===== src/rtl/arbitro_vc_pcie.sv =====
// Round-robin scheduler moving words from four source VC FIFOs to their matching destination FIFOs.
// Latency: a pop in cycle t shows up as data_out/dst_push in cycle t+1; one word per cycle at most.
// Backpressure: each destination pauses at or above umbral_H and resumes at or below umbral_L (hysteresis).
//
// Ports:
//   clk, reset          single clock, synchronous active-high reset
//   init                configuration request; thresholds are captured while high in INIT
//   umbral_L_in/_H_in   candidate low/high thresholds
//   vc_empty, vc_data   source FIFO empty flags and first-word-fall-through heads
//   dst_count           occupancy of each destination FIFO
//   fifo_error          overflow/underflow flags from every FIFO
//   vc_pop              one-hot source pop (combinational from registered state)
//   dst_push, data_out  registered one-hot destination push and shared data bus
//   umbral_L/_H         active thresholds
//   estado, idle, error_out  FSM state and decoded status
module arbitro_vc_pcie #(
    parameter int TAMANO_DATOS = 12,
    parameter int UMBRALES_L_H = 8
) (
    input  logic                      clk,
    input  logic                      reset,
    input  logic                      init,
    input  logic [UMBRALES_L_H-1:0]   umbral_L_in,
    input  logic [UMBRALES_L_H-1:0]   umbral_H_in,
    input  logic [3:0]                vc_empty,
    input  logic [4*TAMANO_DATOS-1:0] vc_data,
    input  logic [4*UMBRALES_L_H-1:0] dst_count,
    input  logic [3:0]                fifo_error,
    output logic [3:0]                vc_pop,
    output logic [3:0]                dst_push,
    output logic [TAMANO_DATOS-1:0]   data_out,
    output logic [UMBRALES_L_H-1:0]   umbral_L,
    output logic [UMBRALES_L_H-1:0]   umbral_H,
    output logic [2:0]                estado,
    output logic                      idle,
    output logic                      error_out
);

    // Occupancy plus an in-flight push needs one extra bit so it never wraps.
    localparam int EFF_W = UMBRALES_L_H + 1;

    typedef enum logic [2:0] {
        ST_RESET  = 3'b000,
        ST_INIT   = 3'b001,
        ST_IDLE   = 3'b010,
        ST_ACTIVE = 3'b011,
        ST_ERROR  = 3'b100
    } estado_t;

    estado_t                 estado_q,   estado_d;
    logic [UMBRALES_L_H-1:0] umbral_l_q, umbral_l_d;
    logic [UMBRALES_L_H-1:0] umbral_h_q, umbral_h_d;
    logic [3:0]              pause_q,    pause_d;
    logic [1:0]              last_q,     last_d;
    logic [3:0]              dst_push_q, dst_push_d;
    logic [TAMANO_DATOS-1:0] data_out_q, data_out_d;

    logic [TAMANO_DATOS-1:0] vc_head [4];
    logic [3:0]              elig;
    logic                    grant_vld;
    logic [1:0]              grant_idx;
    logic                    any_error;

    assign any_error = |fifo_error;

    // Unpack the concatenated FIFO heads so the granted word can be picked by index.
    always_comb begin
        for (int i = 0; i < 4; i++) begin
            vc_head[i] = vc_data[i*TAMANO_DATOS +: TAMANO_DATOS];
        end
    end

    // ------------------------------------------------------------------
    // Eligibility and round-robin grant
    // ------------------------------------------------------------------
    // A pending init or error request suppresses pops in the same cycle,
    // so no word is lost while the FSM leaves ACTIVE. Reset is folded in
    // so a word popped during reset can never be dropped on the floor.
    always_comb begin
        elig = 4'b0000;
        if (!reset && (estado_q == ST_ACTIVE) && !init && !any_error) begin
            elig = ~vc_empty & ~pause_q;
        end
    end

    // Scan from the farthest candidate (last+4) towards the nearest (last+1);
    // the nearest eligible one is written last and therefore wins.
    always_comb begin
        logic [1:0] cand;
        cand      = 2'd0;
        grant_vld = 1'b0;
        grant_idx = last_q;
        for (int k = 4; k >= 1; k--) begin
            cand = last_q + 2'(k);
            if (elig[cand]) begin
                grant_vld = 1'b1;
                grant_idx = cand;
            end
        end
    end

    always_comb begin
        vc_pop = 4'b0000;
        if (grant_vld) begin
            vc_pop = 4'b0001 << grant_idx;
        end
    end

    // ------------------------------------------------------------------
    // Control FSM
    // ------------------------------------------------------------------
    always_comb begin
        estado_d = estado_q;
        case (estado_q)
            ST_RESET: begin
                estado_d = init ? ST_INIT : ST_IDLE;
            end
            ST_INIT: begin
                if (any_error) begin
                    estado_d = ST_ERROR;
                end else if (!init) begin
                    // Validate the thresholds that were captured while init was high.
                    estado_d = (umbral_l_q < umbral_h_q) ? ST_IDLE : ST_ERROR;
                end
            end
            ST_IDLE: begin
                if (any_error) begin
                    estado_d = ST_ERROR;
                end else if (init) begin
                    estado_d = ST_INIT;
                end else if (vc_empty != 4'b1111) begin
                    estado_d = ST_ACTIVE;
                end
            end
            ST_ACTIVE: begin
                if (any_error) begin
                    estado_d = ST_ERROR;
                end else if (init) begin
                    estado_d = ST_INIT;
                end else if ((vc_empty == 4'b1111) && !grant_vld) begin
                    estado_d = ST_IDLE;
                end
            end
            ST_ERROR: begin
                estado_d = ST_ERROR;
            end
            default: begin
                estado_d = ST_ERROR;
            end
        endcase
    end

    // Thresholds only move while the FSM sits in INIT with init held high.
    always_comb begin
        umbral_l_d = umbral_l_q;
        umbral_h_d = umbral_h_q;
        if ((estado_q == ST_INIT) && init) begin
            umbral_l_d = umbral_L_in;
            umbral_h_d = umbral_H_in;
        end
    end

    // ------------------------------------------------------------------
    // Per-destination pause with hysteresis
    // ------------------------------------------------------------------
    // The word pushed this cycle is not yet reflected in dst_count, so it is
    // added in to avoid overshooting the high threshold by one word.
    always_comb begin
        logic [EFF_W-1:0] eff;
        eff     = '0;
        pause_d = pause_q;
        for (int i = 0; i < 4; i++) begin
            eff = {1'b0, dst_count[i*UMBRALES_L_H +: UMBRALES_L_H]} + EFF_W'(dst_push_q[i]);
            if (eff >= {1'b0, umbral_h_q}) begin
                pause_d[i] = 1'b1;
            end else if (eff <= {1'b0, umbral_l_q}) begin
                pause_d[i] = 1'b0;
            end
        end
        // A reconfiguration starts every destination from a clean slate.
        if (estado_d == ST_INIT) begin
            pause_d = 4'b0000;
        end
    end

    // ------------------------------------------------------------------
    // Datapath: one registered stage from pop to push
    // ------------------------------------------------------------------
    always_comb begin
        last_d     = last_q;
        dst_push_d = vc_pop;
        data_out_d = data_out_q;
        if (grant_vld) begin
            last_d     = grant_idx;
            data_out_d = vc_head[grant_idx];
        end
    end

    always_ff @(posedge clk) begin
        if (reset) begin
            estado_q   <= ST_RESET;
            umbral_l_q <= UMBRALES_L_H'(1);
            umbral_h_q <= UMBRALES_L_H'(6);
            pause_q    <= 4'b0000;
            last_q     <= 2'd3;
            dst_push_q <= 4'b0000;
            data_out_q <= '0;
        end else begin
            estado_q   <= estado_d;
            umbral_l_q <= umbral_l_d;
            umbral_h_q <= umbral_h_d;
            pause_q    <= pause_d;
            last_q     <= last_d;
            dst_push_q <= dst_push_d;
            data_out_q <= data_out_d;
        end
    end

    assign estado    = estado_q;
    assign idle      = (estado_q == ST_IDLE);
    assign error_out = (estado_q == ST_ERROR);
    assign dst_push  = dst_push_q;
    assign data_out  = data_out_q;
    assign umbral_L  = umbral_l_q;
    assign umbral_H  = umbral_h_q;

endmodule

===== config.mk =====
export PLATFORM = sky130hd
export DESIGN_NAME = arbitro_vc_pcie
export DESIGN_NICKNAME = d
export VERILOG_FILES = /design/src/rtl/arbitro_vc_pcie.sv
export SDC_FILE = /design/constraint.sdc
export NUM_CORES = 1
export LEC_CHECK = 0
export ABC_AREA = 1
export BUFFER_PORTS_ARGS = -buffer_cell sky130_fd_sc_hd__buf_4
export CORE_MARGIN = 8
export CORE_UTILIZATION = 54
export CTS_BUF_LIST = sky130_fd_sc_hd__clkbuf_4 sky130_fd_sc_hd__clkbuf_8
export DETAILED_ROUTE_END_ITERATION = 6
export PLACE_DENSITY = 0.82
export RECOVER_POWER = 50
export SYNTH_ARGS = -nofsm -noshare
export SYNTH_HDL_FRONTEND = slang
export SYNTH_SLANG_ARGS = --single-unit

===== constraint.sdc =====
create_clock -name clk -period 2.5 [get_ports clk]
set_input_delay 0.375 -clock clk [delete_from_list [all_inputs] [get_ports clk]]
set_output_delay 0.375 -clock clk [all_outputs]
set_load 0.005 [all_outputs]

==> flow_summary.json <==
{
  "cts_sinks": 41,
  "skew_ps": 8.020,
  "stdcell_count": 952,
  "drive_above_1_share": 0.2621,
  "finalSetupTns_ps": -37.21,
  "drv_slew": 0,
  "htreeDepth": 2,
  "cp_max_fo": 8,
  "portBuffers": 147,
  "crit_path_end_kind": "output pin",
  "grt_overflow": 0,
  "cts_buffers": 5,
  "ir_worst_vdd_mv": 0.3173,
  "syn_nets": 867,
  "ys_seq_elements": 41,
  "io_pins": 148,
  "pre_cts_ws_ps": -22.44,
  "synth_flop_cell": "dfxtp_1",
  "synth_edf_count": 0,
  "route.antenna.remaining_nets": 0,
  "cts.reportedPaths.clkPinSlew_ps": 90,
  "cp-start-kind": "register",
  "ys.warnings.count": 0,
  "rsz0062_at_grt": "true",
  "relSlewSlack": 0.6826,
  "ys_seq_area_frac": 0.1802,
  "cp_data_required_time_ps": 2120,
  "viasPerCell": 5.343,
  "syn_avg_cell_area_sq_um": 6.688,
  "postCtsHoldBufs": 0,
  "synth_top_family_by_area": "simple AND/OR/NAND/NOR gates",
  "drt_iter0_markers": 262,
  "leakage_nw": 3.373,
  "max_clock_freq_ghz": 0.3964,
  "cts_tree": "yes",
  "async_reset_ff_frac": 0,
  "hold_class": "input pin to register",
  "place_area_sq_mm": 0.005811,
  "grt_max_degree": 28,
  "violations": "setup timing",
  "fin_nets": 1032,
  "dp_cells": 931,
  "synth_most_common_cell": "inv_1",
  "grt_pass1_vias": 5025,
  "synth_common_cells": "inv_1, nand2_1, nand3_1",
  "finalCritPeriodShare": 1.009,
  "finalInstanceArea_sq_mm": 0.006140,
  "vias": 5087,
  "ff2ff_path_depth": 12,
  "antenna_found_initial": 0,
  "synth_cell_types": 41,
  "clockBufferDepth": 2,
  "root_buffer": "clkbuf_8",
  "syn_area_sq_mm": 0.004554,
  "grt_use_total": 0.2363,
  "gp_congestion": 0.9023,
  "path_class": "register to output pin",
  "rows": 33,
  "die_h_um": 107.8,
  "final.min_clock_period_ps": 2523,
  "worstPathArrival_ps": 2150,
  "synthCells": 681,
  "setup_viol": 2,
  "antenna_cells": 0,
  "synthAdderAreaFrac": 0.2170,
  "wl_per_cell_um": 15.12,
  "status": "complete, but fails checks",
  "dpl.hpwl_mm": 11.57,
  "utilization": 0.7472,
  "routed_wl_mm": 14.39,
  "post-route-worst-setup-slack_ps": -22.65,
  "yosysTopAreaCellShare": 0.2170,
  "hold_viol": 0,
  "drtPass1Iterations": 5,
  "cap_violations": 0,
  "insertion_delay_ps": 300,
  "yosys.area.top_type": "ha_1",
  "drc": 0,
  "areaGrowthSynthToFinish_pct": 34.81,
  "fp.dieW_um": 107.8,
  "yosys.area_share.simple": 0.2830,
  "synthTopCellsByArea": "ha_1, dfxtp_1, inv_1",
  "worst_pin_slew_ps": 474.7,
  "die-area_sq_mm": 0.01163,
  "synth-xor-area-share": 0.04423,
  "power_density_mw_per_mm2": 486.7,
  "core_region_area_sq_mm": 0.008217,
  "synth_mux_area_frac": 0,
  "initial_core_util": 0.5543,
  "hold_depth": 2,
  "synth_compound_area_frac": 0.1360,
  "grt_pass1_wl_mm": 22.66
}
## cells by family after synthesis
logic type,after synthesis
adders and majority gates,79
and+or+nand+nor,272
xor gates and xnor gates,23
AOI/OAI and AO/OA,106
buffers and inverters,160
DFF,41
## layer usage
metal	vias up	global-route usage	wire [um]
met2	204	0.4333	7167
li1	2581	-	-
met5	-	0	0
met1	2265	0.2570	5733
met4	0	0.09713	467
met3	37	0.04790	1027
## through the flow
stage / power [mW] / hold WS, ps
after global placement: 2.207 / 552.8
after CTS: 2.830 / 247.1
after floorplan: 1.793 / 444.1
final: 2.988 / 261.1
after detailed placement: 2.255 / 564.0
after global routing: 3.215 / 254.4
## critical path, stage by stage, from the launching register on
cell     delay, ps
dfxtp_4        380
inv_4           70
nand3_4         70
nor2_4         160
buf_6          150
nand4_1         80
nand2_1        110
nand2_1         70
nand2_2         70
nand2_2         60
nand2_2         80
nand2_4         60
nand2_4        120
inv_4           60
nor3_4         180
buf_4          140
## repair_timing
action | CTS | global route
setup buffers | 1 | 12
cloned | 0 | 0
endpoints found under the hold margin | 0 | 0
gates resized for setup | 7 | 29
setup endpoints to repair | 4 | 6
pin swaps | 2 | 19
## cell type report
type / count / area [sq um]
Clock buffer: 5 / 68.82
Clock inverter: 3 / 46.29
Fill cell: 642 / 2077
Inverter: 141 / 536.8
Multi-Input combinational cell: 480 / 3224
Sequential cell: 41 / 829.5
Tap cell: 105 / 131.4
Timing Repair Buffer: 177 / 1303
## final timing paths
kind	from	to	slack (ps)
min	reset	estado[2]	260
max	estado[2]	vc_pop[1]	-20
max reg2reg	dst_push[3]	pause_q[3]	90
min reg2reg	data_out[4]	data_out[4]	580
## registers in the layout (all words and copies together) (netlist names)
name	count
pause_q	4
last_q	2
dst_push	4
data_out	12
umbral_H	8
umbral_L	8
estado	3
## placed cells by master (no fill, tap or decap), types with 2 or more instances in the layout
cell type  synthesis  final
inv_1            136    136
o21ai_2            1      2
nand2_2            8     13
a211oi_1           2      2
nand3b_1          10     10
nor3_2             2      2
a21oi_1           43     43
nand3_2            2      5
a21boi_0           2      2
nand3_4            1      2
nor2_4             0      2
nand2_1           99     93
buf_4              0    153
a31oi_1            2      2
dfxtp_4            0      2
clkbuf_4           0     15
inv_4              0      3
o2111ai_1          2      2
nor2_1            34     32
nand4_1           11     11
o21ai_0           36     36
nand3_1           91     87
xor2_1            22     21
ha_1              79     76
ha_4               0      2
clkbuf_8           0      5
a21o_1             4      4
o211ai_1           6      6
dfxtp_1           41     38
nand2_4            1      2
nor3_1             9      8
clkbuf_1           6      7
## power by group
part	internal (mW)	leakage, nW	switching (mW)	total, mW
Clock	0.299	0.0543	0.256	0.556
Combinational	0.713	2.98	0.983	1.70
Sequential	0.694	0.335	0.0427	0.737
Total	1.71	3.37	1.28	2.99
Note: power is estimated with default switching activity, not from simulation.
